==> src/rtl/ezm_pkg.sv <==
// Shared definitions for the ezm program driver.
// Contents: driver state encoding, CPU-cycle phase constants and
// the ezm instruction opcode values.
package ezm_pkg;

  typedef enum logic [2:0] {
    ST_IDLE  = 3'd0,
    ST_CRST  = 3'd1,
    ST_RUN   = 3'd2,
    ST_DRAIN = 3'd3,
    ST_DONE  = 3'd4
  } state_t;

  typedef logic [1:0] phase_t;

  localparam phase_t P0 = 2'd0;  // cpu_clk low, fetch into cpu_in
  localparam phase_t P1 = 2'd1;  // cpu_clk low, sample accumulator
  localparam phase_t P2 = 2'd2;  // cpu_clk high (CPU rising edge)
  localparam phase_t P3 = 2'd3;  // cpu_clk high, sample pc

  // Opcodes: bit 5 set = load 5-bit immediate; otherwise the top three
  // bits select the operation and the low three bits a register.
  localparam logic       OP_LOAD = 1'b1;
  localparam logic [2:0] OP_ST   = 3'b001;
  localparam logic [2:0] OP_ADD  = 3'b010;
  localparam logic [2:0] OP_BGT  = 3'b011;
  localparam logic [5:0] OP_NEG  = 6'b000001;
  localparam logic [5:0] OP_NOP  = 6'b000000;

endpackage

==> src/rtl/ezm_prog_driver_if.sv <==
// Pin interface between the program driver (master) and the ezm CPU (slave).
//   cpu_clk  : CPU clock, generated by the driver
//   cpu_rst  : CPU synchronous reset
//   cpu_in   : 6-bit instruction bus
//   cpu_out  : 8-bit multiplexed bus, pc while cpu_clk=1, acc while cpu_clk=0
interface ezm_prog_driver_if;
  logic       cpu_clk;
  logic       cpu_rst;
  logic [5:0] cpu_in;
  logic [7:0] cpu_out;

  modport master (output cpu_clk, output cpu_rst, output cpu_in, input cpu_out);
  modport slave  (input cpu_clk, input cpu_rst, input cpu_in, output cpu_out);
endinterface

==> src/rtl/ezm_prog_mem.sv <==
// Instruction memory: DEPTH x 6 bits, one synchronous write port,
// asynchronous read, contents not reset.
//   we/waddr/wdata : write port (clk)
//   raddr/rdata    : combinational read port
module ezm_prog_mem #(
  parameter int DEPTH = 32,
  parameter int AW    = 5
) (
  input  logic          clk,
  input  logic          we,
  input  logic [AW-1:0] waddr,
  input  logic [5:0]    wdata,
  input  logic [AW-1:0] raddr,
  output logic [5:0]    rdata
);

  logic [5:0] mem [DEPTH];

  always_ff @(posedge clk) begin
    if (we) mem[waddr] <= wdata;
  end

  assign rdata = mem[raddr];

endmodule

==> src/rtl/ezm_prog_driver.sv <==
// Host-side driver for the ezm CPU. Loads a program into local memory,
// resets and clocks the CPU (one CPU cycle per 4 clk), feeds instructions
// by the recovered pc and reports final pc/acc when the program stops.
//   clk, rst                 : system clock, async active-high reset
//   load_valid/data/clr/ready: program loading (IDLE only)
//   start, stop_pc           : run control and halt address
//   cpu                      : CPU pin interface (master side)
//   pc_o, acc_o              : last sampled pc / accumulator
//   busy, done, timeout      : status
module ezm_prog_driver
  import ezm_pkg::*;
#(
  parameter int DEPTH   = 32,
  parameter int AW      = 5,
  parameter int MAX_CYC = 255
) (
  input  logic                 clk,
  input  logic                 rst,
  input  logic                 load_valid,
  input  logic [5:0]           load_data,
  input  logic                 load_clr,
  output logic                 load_ready,
  input  logic                 start,
  input  logic [7:0]           stop_pc,
  ezm_prog_driver_if.master    cpu,
  output logic [7:0]           pc_o,
  output logic [7:0]           acc_o,
  output logic                 busy,
  output logic                 done,
  output logic                 timeout
);

  state_t        state_q, state_d;
  phase_t        phase_q, phase_d;
  logic          crst_cnt_q, crst_cnt_d;
  logic [15:0]   cyc_q, cyc_d;
  logic [AW-1:0] wr_ptr_q, wr_ptr_d;
  logic [7:0]    pc_q, pc_d, acc_q, acc_d;
  logic          timeout_q, timeout_d;
  logic          cpu_clk_q, cpu_clk_d, cpu_rst_q, cpu_rst_d;
  logic [5:0]    cpu_in_q, cpu_in_d;
  logic          mem_we, launch;
  logic [5:0]    mem_rdata;

  ezm_prog_mem #(.DEPTH(DEPTH), .AW(AW)) u_mem (
    .clk   (clk),
    .we    (mem_we),
    .waddr (wr_ptr_q),
    .wdata (load_data),
    .raddr (pc_q[AW-1:0]),
    .rdata (mem_rdata)
  );

  always_comb begin
    state_d    = state_q;
    phase_d    = phase_q;
    crst_cnt_d = crst_cnt_q;
    cyc_d      = cyc_q;
    wr_ptr_d   = wr_ptr_q;
    pc_d       = pc_q;
    acc_d      = acc_q;
    timeout_d  = timeout_q;
    cpu_in_d   = cpu_in_q;
    mem_we     = 1'b0;
    launch     = start && (state_q == ST_IDLE || state_q == ST_DONE);

    unique case (state_q)
      ST_IDLE: begin
        mem_we = load_valid;
        if (load_clr)        wr_ptr_d = '0;
        else if (load_valid) wr_ptr_d = wr_ptr_q + 1'b1;
      end
      ST_CRST: begin
        phase_d = phase_q + 2'd1;
        if (phase_q == P3) begin
          crst_cnt_d = ~crst_cnt_q;
          if (crst_cnt_q) state_d = ST_RUN;  // second CPU cycle complete
        end
      end
      ST_RUN: begin
        phase_d = phase_q + 2'd1;
        unique case (phase_q)
          P0: cpu_in_d = mem_rdata;
          P1: acc_d    = cpu.cpu_out;
          P2: cyc_d    = cyc_q + 16'd1;
          P3: begin
            pc_d = cpu.cpu_out;
            // stop_pc wins over the cycle limit, leaving timeout clear
            if (cpu.cpu_out == stop_pc) begin
              state_d = ST_DRAIN;
            end else if (cyc_q == 16'(MAX_CYC)) begin
              state_d   = ST_DRAIN;
              timeout_d = 1'b1;
            end
          end
          default: ;
        endcase
      end
      ST_DRAIN: begin
        phase_d = phase_q + 2'd1;
        if (phase_q == P0) cpu_in_d = OP_NOP;
        if (phase_q == P1) begin
          acc_d   = cpu.cpu_out;
          state_d = ST_DONE;
          phase_d = P0;
        end
      end
      ST_DONE: begin
        if (!start && (load_valid || load_clr)) state_d = ST_IDLE;
      end
      default: state_d = ST_IDLE;
    endcase

    if (launch) begin
      state_d    = ST_CRST;
      phase_d    = P0;
      crst_cnt_d = 1'b0;
      cyc_d      = '0;
      pc_d       = '0;
      acc_d      = '0;
      timeout_d  = 1'b0;
    end

    // cpu_clk is registered from the next phase so it is high exactly in P2/P3
    cpu_rst_d = (state_d == ST_CRST);
    cpu_clk_d = (state_d == ST_CRST || state_d == ST_RUN) && phase_d[1];
    if (state_d == ST_CRST) cpu_in_d = OP_NOP;
  end

  always_ff @(posedge clk or posedge rst) begin
    if (rst) begin
      state_q    <= ST_IDLE;
      phase_q    <= P0;
      crst_cnt_q <= 1'b0;
      cyc_q      <= '0;
      wr_ptr_q   <= '0;
      pc_q       <= '0;
      acc_q      <= '0;
      timeout_q  <= 1'b0;
      cpu_clk_q  <= 1'b0;
      cpu_rst_q  <= 1'b0;
      cpu_in_q   <= '0;
    end else begin
      state_q    <= state_d;
      phase_q    <= phase_d;
      crst_cnt_q <= crst_cnt_d;
      cyc_q      <= cyc_d;
      wr_ptr_q   <= wr_ptr_d;
      pc_q       <= pc_d;
      acc_q      <= acc_d;
      timeout_q  <= timeout_d;
      cpu_clk_q  <= cpu_clk_d;
      cpu_rst_q  <= cpu_rst_d;
      cpu_in_q   <= cpu_in_d;
    end
  end

  assign cpu.cpu_clk = cpu_clk_q;
  assign cpu.cpu_rst = cpu_rst_q;
  assign cpu.cpu_in  = cpu_in_q;
  assign pc_o        = pc_q;
  assign acc_o       = acc_q;
  assign timeout     = timeout_q;
  assign load_ready  = (state_q == ST_IDLE);
  assign busy        = (state_q == ST_CRST) || (state_q == ST_RUN) || (state_q == ST_DRAIN);
  assign done        = (state_q == ST_DONE);

endmodule
==> src/flat_wrapper.sv <==
// flat-port wrapper written by rule: the top's interface ports become plain ports
module ezm_prog_driver_flat import ezm_pkg::*;
#(
  parameter int DEPTH   = 32,
  parameter int AW      = 5,
  parameter int MAX_CYC = 255
)
  (clk, rst, load_valid, load_data, load_clr, load_ready, start, stop_pc, pc_o, acc_o, busy, done, timeout, cpu_cpu_clk, cpu_cpu_rst, cpu_cpu_in, cpu_cpu_out);
  ezm_prog_driver_if cpu_i ();
  input  logic clk;
  input  logic rst;
  input  logic load_valid;
  input  logic [5:0] load_data;
  input  logic load_clr;
  output logic load_ready;
  input  logic start;
  input  logic [7:0] stop_pc;
  output logic [7:0] pc_o;
  output logic [7:0] acc_o;
  output logic busy;
  output logic done;
  output logic timeout;
  output wire logic [$bits(cpu_i.cpu_clk)-1:0] cpu_cpu_clk;
  output wire logic [$bits(cpu_i.cpu_rst)-1:0] cpu_cpu_rst;
  output wire logic [$bits(cpu_i.cpu_in)-1:0] cpu_cpu_in;
  input wire logic [$bits(cpu_i.cpu_out)-1:0] cpu_cpu_out;
  assign cpu_cpu_clk = cpu_i.cpu_clk;
  assign cpu_cpu_rst = cpu_i.cpu_rst;
  assign cpu_cpu_in = cpu_i.cpu_in;
  assign cpu_i.cpu_out = cpu_cpu_out;
  ezm_prog_driver #(.DEPTH(DEPTH), .AW(AW), .MAX_CYC(MAX_CYC)) u_core (.clk(clk), .rst(rst), .load_valid(load_valid), .load_data(load_data), .load_clr(load_clr), .load_ready(load_ready), .start(start), .stop_pc(stop_pc), .cpu(cpu_i), .pc_o(pc_o), .acc_o(acc_o), .busy(busy), .done(done), .timeout(timeout));
endmodule
==> config.mk <==
export PLATFORM = sky130hd
export DESIGN_NAME = ezm_prog_driver_flat
export DESIGN_NICKNAME = d
export VERILOG_FILES = /design/src/rtl/ezm_pkg.sv /design/src/rtl/ezm_prog_driver_if.sv /design/src/rtl/ezm_prog_mem.sv /design/src/rtl/ezm_prog_driver.sv /design/src/flat_wrapper.sv
export SDC_FILE = /design/constraint.sdc
export NUM_CORES = 1
export LEC_CHECK = 0
export CAP_MARGIN = 20
export CORE_UTILIZATION = 64
export DETAILED_ROUTE_END_ITERATION = 8
export GPL_TIMING_DRIVEN = 1
export PLACE_DENSITY = 0.94
export SLEW_MARGIN = 15
export SYNTH_ARGS = -nofsm -noshare
export SYNTH_HDL_FRONTEND = slang
export SYNTH_SLANG_ARGS = --single-unit
==> constraint.sdc <==
create_clock -name clk -period 3.56 [get_ports clk]
set_clock_uncertainty 0.15 [all_clocks]
set_input_delay 0.712 -clock clk [delete_from_list [all_inputs] [get_ports clk]]
set_output_delay 0.712 -clock clk [all_outputs]
set_load 0.01 [all_outputs]
== Word-level counts from Yosys, hierarchy flattened ==
Memories as Yosys holds them, arrays and structs flattened.
Index checks and enable logic that the tools add are counted.
Storage, ports and cells
  register bits after elaboration: 52
  latch bits: 0
  memory bits (writable): 192
  memory bits (read-only): 0
  bits of input ports: 27
  output and inout port bits: 28
  word-level logic and storage cells: 99
  memories kept: 1
Memory list
  u_core.u_mem.mem: words 32, width 6, read ports 1, clocked after Yosys merged registers in 0, write ports 1, RTL line ezm_prog_mem.sv:17  | logic [5:0] mem [DEPTH];
Operators by class
  add/sub/neg operators: 3
  $mul: 0
  div/mod/pow operators: 0
  $lt $le $gt $ge: 0
  equality and inequality tests: 14
  shift operators: 0
  muxes and demuxes: 38
  bitwise operators: 1
  reduce and logical (&&, ||, !) cells: 30
Operators by type and width (count)
  $mux 16: 3
  $mux 8: 6
  $mux 3: 8
  $mux 6: 3
  $add 16x1->16 const B: 1
  $eq 16x8->1 const B: 1
  $reduce_bool 2->1: 8
  $pmux 3 s5: 1
  $pmux 6 s2: 1
  $mux 1: 11
  $mux 5: 2
  $reduce_and 2->1: 5
  $eq 3x2->1 const B: 3
  $eq 8x8->1: 1
  $eq 3x1->1 const B: 2
  $ne 3x1->1 const B: 2
  $reduce_bool 3->1: 2
  $add 5x1->5 const B: 1
  $logic_or 1x1->1: 5
  $eq 2x2->1 const B: 2
  $mux 2: 2
  $pmux 2 s2: 1
  $reduce_and 4->1: 1
  $reduce_or 2->1: 2
  10 further kinds: 12

== Logic depth before layout (Yosys ltp) ==
Gate-level depths: netlist of run 1.
  word-level depth: 9
  mapped depth: 8
  gate-level depth less buffers: 7

== By module ==
A second synthesis of run 1 with hierarchy kept.
Second synthesis, totals
  cells, all modules: 585
  area total of the unflattened synthesis: 10202.3 um^2
Modules (own cells, without submodules)
  ezm_prog_mem: times used 1, cells each 317, area an instance 7469.7 um^2
  ezm_prog_driver: times used 1, cells each 268, area an instance 2732.6 um^2

== Least setup slack after synthesis of run 1 ==
Ideal clock, no wire load.
  path kind: reg-to-reg
  start point: reg u_core.state_q[0]
  end point: mem u_core.u_mem.mem[10][0] (enable)
  library setup time: 350 ps
  arrival: 1621 ps
  slack: 1439 ps
  cell stages (with the launch flop): 5
  buffers on the path: 0
  cells stage by stage: dfrtp_1 > or3_4 > inv_1 > nand3_1 > nor2_1
On the way
  cells in the longest elaborated chain, start to end: 4
RTL lines
  from (decl): RTL line ezm_prog_driver.sv:33  | state_t state_q, state_d;
  from (signal assigned): RTL line ezm_prog_driver.sv:144  | state_q <= state_d;
  $logic_not 3->1
  named net load_ready: RTL line flat_wrapper.sv:15  | output logic load_ready;
  $mux 1: RTL line ezm_prog_driver.sv:67  | unique case (state_q)
  $mux 1: RTL line ezm_prog_mem.sv:20  | if (we) mem[waddr] <= wdata;
  $mux 1 (implied by the code): RTL line ezm_prog_mem.sv:20
  to (decl): RTL line ezm_prog_mem.sv:17
The timed path passes the listed nets, and every way through them passes these cells.

== Worst setup path after layout of run 1 ==
  start point: reg u_core.state_q[0]
  end point: out load_ready
On the way
  cells in the longest elaborated chain, start to end: 1
RTL lines
  $logic_not 3->1: RTL line ezm_prog_driver.sv:164  | assign load_ready = (state_q == ST_IDLE);
  to (decl): RTL line flat_wrapper.sv:15
Every way passes these cells.

==> results of run 1 <==
-- worst max-delay path by stage --
stage	startpoint	end	slack, ps	cells after the start
after floorplan	rst	u_core.acc_o[0]	1440	1
after global placement	load_valid	u_core.u_mem.mem[26][1]	670	3
after detailed placement	load_valid	u_core.u_mem.mem[18][3]	430	3
after CTS	u_core.state_q[0]	load_ready	310	3
after global routing	u_core.state_q[0]	busy	240	3
final	u_core.state_q[0]	load_ready	290	3
-- state kept, by name, indices dropped and copies added (netlist names) --
name                flops
u_core.acc_o            8
u_core.cpu.cpu_clk      1
u_core.cpu.cpu_in       6
u_core.cpu.cpu_rst      1
u_core.crst_cnt_q       1
u_core.cyc_q           16
u_core.pc_o             8
u_core.phase_q          2
u_core.state_q          3
u_core.timeout          1
u_core.u_mem.mem      192
u_core.wr_ptr_q         5
-- cell usage after synthesis, types with 10 or more instances --
library cell / count / area (um2)
sky130_fd_sc_hd__clkbuf_1: 16 / 60.1
sky130_fd_sc_hd__dfrtp_1: 52 / 1300
sky130_fd_sc_hd__edfxtp_1: 192 / 5770
sky130_fd_sc_hd__mux4_1: 12 / 315
sky130_fd_sc_hd__nor2_1: 65 / 244
sky130_fd_sc_hd__mux2i_1: 19 / 190
sky130_fd_sc_hd__nand2_1: 52 / 195
sky130_fd_sc_hd__o21ai_0: 10 / 50.1
sky130_fd_sc_hd__nand3_1: 16 / 80.1
sky130_fd_sc_hd__xor2_1: 18 / 158
sky130_fd_sc_hd__mux4_2: 32 / 721
sky130_fd_sc_hd__a21oi_1: 28 / 140
-- critical path: stages, from the launching register on --
cell and delay (ps):
sky130_fd_sc_hd__dfrtp_1 630, sky130_fd_sc_hd__or3_4 520, sky130_fd_sc_hd__inv_1 180, sky130_fd_sc_hd__clkdlybuf4s50_1 580
-- power groups by stage --
stage               combinational [mW]  clock, mW  sequential [mW]
global route                      2.47       3.05             3.58
floorplan                         1.61          0             3.49
detailed placement                2.24          0             3.59
finish                            2.34       2.95             3.56
CTS                               2.32       2.95             3.54
global placement                  2.12          0             3.56
-- layer usage --
metal  GRT usage [%]  vias to the layer above  routed length (um)
met5               0                        -                   0
met4            11.8                        0                 925
met3            5.20                       86                2760
met2            56.8                      565               13100
met1            41.3                     3205                8870
li1                -                     2592                   -
-- stage by stage --
step / power (mW) / util (%) / hold WS, ps
6_report: 8.85 / 77.4 / 371
5_1_grt: 9.10 / 77.4 / 401
4_1_cts: 8.81 / 77.4 / 377
3_5_place_dp: 5.83 / 71.4 / 340
3_3_place_gp: 5.68 / 71.4 / 335
2_1_floorplan: 5.10 / - / 346
-- logic make-up (layout without fill, tap and decap cells) --
group                      after synthesis  count (layout)
buffers and inverters                   38             117
muxes                                   71              71
DFF                                    244             244
and+or+nand+nor                        180             180
adders and majority gates                9               9
AOI/OAI and AO/OA                       78              78
xor gates and xnor gates                20              20
-- layout make-up --
cell class / instances / area (um2)
Fill cell: 791 / 3490
Inverter: 7 / 26.3
Sequential cell: 244 / 7070
Tap cell: 211 / 264
Multi-Input combinational cell: 358 / 3000
Timing Repair Buffer: 65 / 648
Clock buffer: 27 / 633
Clock inverter: 18 / 290
==> impl_summary.txt, run 1 <==
----------------------------------------------------
[Setup path]
  Reg2Reg Setup Slack ... 490 ps
  Startpoint type of the worst setup path ... flop
  Required time of the critical path ... between 2000 and 3000 ps
  Critical R2R Capture ... u_core.u_mem.mem[18][3]
  Data arrival at the endpoint of the critical path ... 2410 ps
  Crit Path Category ... flop to output port
  Critical Path Sink Type ... output port
  Number of cells traversed by the worst register-to-register path ... 4
  Highest net fanout along the worst path ... 15
  Critical R2R Launch ... u_core.state_q[0]

[Floorplan]
  Number of core rows ... between 40 and 50
  Die width ... roughly 130 um
  Die area ... approximately 0.017 mm2
  Ports placed on the boundary ... 55
  Starting Density ... approximately two thirds
  Placeable core area ... 0.0154 mm2
  Floorplan die height ... ~130 um

[Power]
  Clock group share of total power ... around a third
  Part of the total power dissipated in sequential elements ... 40.2%
  Lkg Pwr ... ~4.1 nW
  Reported net switching power ... between 2 and 3 mW
  Combinational Power Share ... 26.5%
  Maximum vdd ir drop ... roughly 0.00063 V
  Net switching fraction of the power ... between 20% and 30%
  Design internal power ... between 6 and 7 mW
  Power Dens Cells ... approximately 740 mW/mm2

[Final layout]
  Most common cell after layout, fill and taps aside ... sky130_fd_sc_hd__edfxtp_1
  Final non-filler cell total ... just over 900
  Final antenna diode count ... 0
  Layout net count ... 737
  Area delta synth->final ... 16.0%
  Share of cells above drive strength 1 ... between 10% and 20%
  Commonest cells after routing, fill and taps aside ... 192 x sky130_fd_sc_hd__edfxtp_1, 65 x sky130_fd_sc_hd__nor2_1, 54 x sky130_fd_sc_hd__clkdlybuf4s50_1, 52 x sky130_fd_sc_hd__nand2_1, 51 x sky130_fd_sc_hd__dfrtp_1
  Design area ... ~0.012 mm2

[Drt]
  Number of vias in the routed layout ... 6448
  Post-route DRC violation count ... 0
  First-iteration detailed-routing DRC count ... ~1.0k
  Wire length per cell after detailed routing ... about 28 um
  Remaining antenna violation count ... 0
  Number of detailed-route iterations in the first pass ... 5
  Via count normalized by instance count ... around 7
  Overall routed net length ... between 20 and 30 mm

[Logic synthesis]
  Register area share after synthesis ... between 60% and 70%
  Portion of netlist area occupied by mux cells ... between 10% and 20%
  Most used flip-flop cell after synthesis ... sky130_fd_sc_hd__edfxtp_1
  Synthesized Nets ... just under 700
  Adder and majority gate portion of the synthesized area ... about 1.1%
  Combined area of all synthesized cells ... between 0.01 and 0.015 mm2
  Dominant combinational cell family by area after synthesis ... multiplexers
  Compound-cell area share of the yosys netlist ... about 5.4%
  Simple-gate portion of the synthesized area ... 8.25%
  Gate count after technology mapping ... 640
  Flip-flop and latch count after synthesis ... 244
  Yosys synthesis warning count ... 0
  Mapped Avg Cell Area ... around 16 um2
  Count of unique library cells instantiated by Yosys ... 56
  Number of synthesized flops with an enable pin ... 192
  Async SR Flop Fraction ... 21.3%
  Xor/xnor share of the synthesized area ... around 1.7%

[Placement]
  Port bufs ... 54
  Placed instance area ... ~0.011 mm2
  Count of placed standard cells including taps ... roughly 890
  Post-detailed-placement half-perimeter wirelength ... roughly 15 mm
  Worst Setup Slack post-DPL ... about 430 ps
  Routability-driven placement congestion ratio ... about 0.85

[STA]
  Final setup margin ... ~290 ps
  Final period demand of the worst path ... between 3000 and 4000 ps
  Final hold viol count ... 0
  Remaining max-slew budget at the tightest pin ... between 40 and 50%
  Worst slew pin tran ... ~830 ps
  Number of max-slew violations in the final report ... 0
  Setup-violating endpoint count in the final report ... 0
  Highest clock rate ... roughly 310 MHz
  Final period utilization ... 92.0%
  Total negative slack for setup checks ... 0 ps
  Unrepaired setup endpoints after global routing ... false

[Clock tree]
  Clock tree from TritonCTS ... done
  TritonCTS sink count ... about 240
  Clk buf depth ... 3
  Maximum level of the CTS H-tree ... 1
  TritonCTS buffer count ... 25
  Clock input transition at the sequential cells of the worst setup and hold paths ... approximately 60 ps
  Worst-skew pair later-pin latency ... 530 ps
  # resized after CTS ... 0
  Count of hold buffers inserted by post-cts repair ... 0
  Root Buffer Master ... sky130_fd_sc_hd__clkbuf_16
  Number of buffers inserted to repair setup after CTS ... 0

[GRT]
  Number of global-route vias before repair ... between 6k and 7k
  GRT Util Overall ... 32.4%
  Grt total ovfl ... 0
  Largest net degree at the start of global routing ... 51
  Wire length of the first global-routing pass ... about 39 mm
  Antenna violations before repair ... 0

[Outcome]
  Outcome ... finished, final reports clean

[Min path]
  Hold depth ... 2
  Worst min-delay path endpoint ... u_core.acc_o[4]
  Type of the tightest min-delay check ... flop to flop
  Beginning of the worst hold path ... u_core.acc_o[4]

[Run]
  Count of maximum capacitance violations ... 0

----------------------------------------------------
Power figures use the tool's default switching activity.
==> inputs of run 2 (changes only) <==
--- a/config.mk
+++ b/config.mk
@@ -6,10 +6,11 @@
 export NUM_CORES = 1
 export LEC_CHECK = 0
 export CAP_MARGIN = 20
-export CORE_UTILIZATION = 64
+export CORE_MARGIN = 5
+export CORE_UTILIZATION = 60
 export DETAILED_ROUTE_END_ITERATION = 8
 export GPL_TIMING_DRIVEN = 1
-export PLACE_DENSITY = 0.94
+export PLACE_DENSITY = 0.9
 export SLEW_MARGIN = 15
 export SYNTH_ARGS = -nofsm -noshare
 export SYNTH_HDL_FRONTEND = slang
==> constraint.sdc (replaced) <==
create_clock -name clk -period 3.5 [get_ports clk]
set_clock_uncertainty 0.15 [all_clocks]
set_input_delay 0.7 -clock clk [delete_from_list [all_inputs] [get_ports clk]]
set_output_delay 0.7 -clock clk [all_outputs]
set_load 0.01 [all_outputs]
==> run 2 against run 1 <==
Register-to-register slack better by 60 ps; sequential share of layout area is 0.17 points higher; combinational power is 6% higher; routed wire length is 5.0% lower; worst hold slack worse by 42 ps; sequential cell count stayed put; global-route usage is 7.6 points lower; cell count is 1.5% higher; non-clock buffer count is 6 higher; first-iteration DRC count is 32% lower; sequential power hardly changed; largest cell class unchanged.
==> impl_summary.txt, run 2 (synthesis results as in run 1) <==
----------------------------------------------------
[Outcome]
  Outcome ... finished, final reports clean (unchanged)

[Clock tree]
  TritonCTS buffer count ... 24 (was 25)
  Root Buffer Master ... sky130_fd_sc_hd__clkbuf_16 (unchanged)
  Worst-skew pair later-pin latency ... 510 ps (was 530 ps)
  Clk buf depth ... 3 (unchanged)
  Clock input transition at the sequential cells of the worst setup and hold paths ... 70 ps (was 60 ps)
  Number of buffers inserted to repair setup after CTS ... 0 (unchanged)
  Count of hold buffers inserted by post-cts repair ... 0 (unchanged)
  Clock tree from TritonCTS ... done (unchanged)
  TritonCTS sink count ... 244 (unchanged)
  Maximum level of the CTS H-tree ... 1 (unchanged)
  # resized after CTS ... 0 (unchanged)

[Floorplan]
  Starting Density ... 61.6% (was 66.7%)
  Number of core rows ... 47 (was 45)
  Die width ... 141 um (was 129 um)
  Floorplan die height ... 141 um (was 129 um)
  Placeable core area ... 0.0167 mm2 (was 0.0154 mm2)
  Die area ... 0.0199 mm2 (was 0.0166 mm2)
  Ports placed on the boundary ... 55 (unchanged)

[STA]
  Final period demand of the worst path ... about 3300 ps
  Final hold viol count ... 0 (unchanged)
  Remaining max-slew budget at the tightest pin ... 57.5% (was 44.4%)
  Setup-violating endpoint count in the final report ... 0 (unchanged)
  Total negative slack for setup checks ... 0 ps (unchanged)
  Worst slew pin tran ... 638 ps (was 834 ps)
  Highest clock rate ... roughly 310 MHz
  Final period utilization ... a little over 90%
  Final Hold Slack ... 329 ps (was 371 ps)
  Unrepaired setup endpoints after global routing ... false (unchanged)
  Number of max-slew violations in the final report ... 0 (unchanged)

[Final layout]
  Total of fill cells in the finished design ... 978 (was 791)
  Commonest cells after routing, fill and taps aside ... 192 x sky130_fd_sc_hd__edfxtp_1, 65 x sky130_fd_sc_hd__nor2_1, 54 x sky130_fd_sc_hd__clkdlybuf4s50_1, 52 x sky130_fd_sc_hd__nand2_1, 51 x sky130_fd_sc_hd__dfrtp_1 (unchanged)
  Multi-input gate area ... 0.00300 mm2 (unchanged)
  Layout net count ... 742 (was 737)
  Area delta synth->final ... 15.7% (was 16.0%)
  Top Registers ... u_core.u_mem.mem (192), u_core.cyc_q (16) (unchanged)
  Final antenna diode count ... 0 (unchanged)
  Total area of sequential cells ... 0.00707 mm2 (unchanged)
  Largest reg by FF count ... u_core.u_mem.mem (unchanged)
  Final core utilization ... 71.3% (was 77.4%)
  Share of cells above drive strength 1 ... 14.9% (was 14.0%)
  Final non-filler cell total ... 944 (was 930)
  Most common cell after layout, fill and taps aside ... sky130_fd_sc_hd__edfxtp_1 (unchanged)
  Flip-flop count of the largest register, all copies and words added ... 192 (unchanged)

[Drt]
  First-iteration detailed-routing DRC count ... 690 (was 1022)
  Wire length per cell after detailed routing ... 25.8 um (was 27.6 um)
  Remaining antenna violation count ... 0 (unchanged)
  Number of vias in the routed layout ... 6214 (was 6448)
  Via count normalized by instance count ... 6.58 (was 6.93)
  Post-route DRC violation count ... 0 (unchanged)
  Number of detailed-route iterations in the first pass ... 5 (unchanged)
  Overall routed net length ... 24.4 mm (was 25.6 mm)

[Setup path]
  Crit-path cells ... or3_4, inv_1, clkdlybuf4s50_1 (unchanged)
  Required time of the critical path ... 2650 ps (was 2700 ps)
  Slowest cell delay on critical path ... 610 ps (was 630 ps)
  Crit Path Category ... flop to output port (unchanged)
  Critical R2R Launch ... u_core.state_q[0] (unchanged)
  Critical Path Sink Type ... output port (unchanged)
  Startpoint type of the worst setup path ... flop (unchanged)
  Launch point of the critical path ... u_core.state_q[0] (unchanged)
  Slowest cell on the critical path ... sky130_fd_sc_hd__dfrtp_1 (unchanged)
  Data arrival at the endpoint of the critical path ... 2410 ps (about the same)
  Highest net fanout along the worst path ... 15 (unchanged)

[Placement]
  Post-detailed-placement half-perimeter wirelength ... 15.0 mm (about the same)
  Routability-driven placement congestion ratio ... 0.883 (was 0.852)
  Port bufs ... 54 (unchanged)
  Count of placed standard cells including taps ... 900 (was 885)

[GRT]
  Grt total ovfl ... 0 (unchanged)
  Largest net degree at the start of global routing ... 45 (was 51)
  Antenna violations before repair ... 0 (unchanged)
  Wire length of the first global-routing pass ... 37.6 mm (was 38.6 mm)
  GRT Util Overall ... 24.8% (was 32.4%)
  Number of global-route vias before repair ... 6280 (was 6430)

[Power]
  Maximum vdd ir drop ... 0.000489 V (was 0.000630 V)
  Power Dens Cells ... 740 mW/mm2 (was 741 mW/mm2)
  Power Total ... 8.80 mW (was 8.85 mW)
  Lkg Pwr ... 4.13 nW (about the same)

[Min path]
  Type of the tightest min-delay check ... input pin to asynchronous set/reset pin (was flop to flop)

[Run]
  Count of maximum capacitance violations ... 0 (unchanged)

----------------------------------------------------
[run 2: power by group]
group          switching (mW)  internal [mW]  leakage [nW]
Sequential              0.233           3.32          2.42
Clock                    1.08           1.70         0.419
Combinational            1.36           1.10          1.29
[run 2: cell type report]
cell class                      count  area share, %
Inverter                            7          0.221
Clock inverter                     14           1.71
Timing Repair Buffer               71           5.61
Sequential cell                   244           59.4
Multi-Input combinational cell    358           25.2
Tap cell                          220           2.31
Clock buffer                       30           5.50
[run 2: path summary, 6_finish.rpt]
| kind | slack (ps) | end | cells past startpoint |
|---|---|---|---|
| max reg2reg | 550 | u_core.u_mem.mem[25][5] | 4 |
| min | 330 | u_core.phase_q[0] | 2 |
| min reg2reg | 360 | u_core.timeout | 2 |
| max in group asynchronous | 2250 | u_core.pc_o[0] | 3 |
| min in group clk | 360 | u_core.timeout | 2 |
| max | 240 | load_ready | 3 |
[run 2: metrics by stage]
step,setup slack [ps],instance area [um2]
5_1_grt,139,11900
3_5_place_dp,407,11000
4_1_cts,261,11900
2_1_floorplan,1380,10300
6_report,241,11900
3_3_place_gp,567,11000
[run 2: worst max-delay path, delay by kind of cell, from the launching register on]
family / cells / cell delay (ps)
simple gates: 1 / 510
buf+inv: 2 / 780
flops: 1 / 610
[run 2: metal layers]
layer,GRT usage (%),share of wire (%)
met1,34.3,38
met2,40.4,49
met3,5.38,10
met4,7.14,2.9
met5,0,0
==> inputs of run 3 (changes only) <==
--- a/config.mk
+++ b/config.mk
@@ -5,7 +5,6 @@
 export SDC_FILE = /design/constraint.sdc
 export NUM_CORES = 1
 export LEC_CHECK = 0
-export CAP_MARGIN = 20
 export CORE_MARGIN = 5
 export CORE_UTILIZATION = 60
 export DETAILED_ROUTE_END_ITERATION = 8
==> results of run 3 <==
Final layout, timing and power as in run 2 (identical DEF).
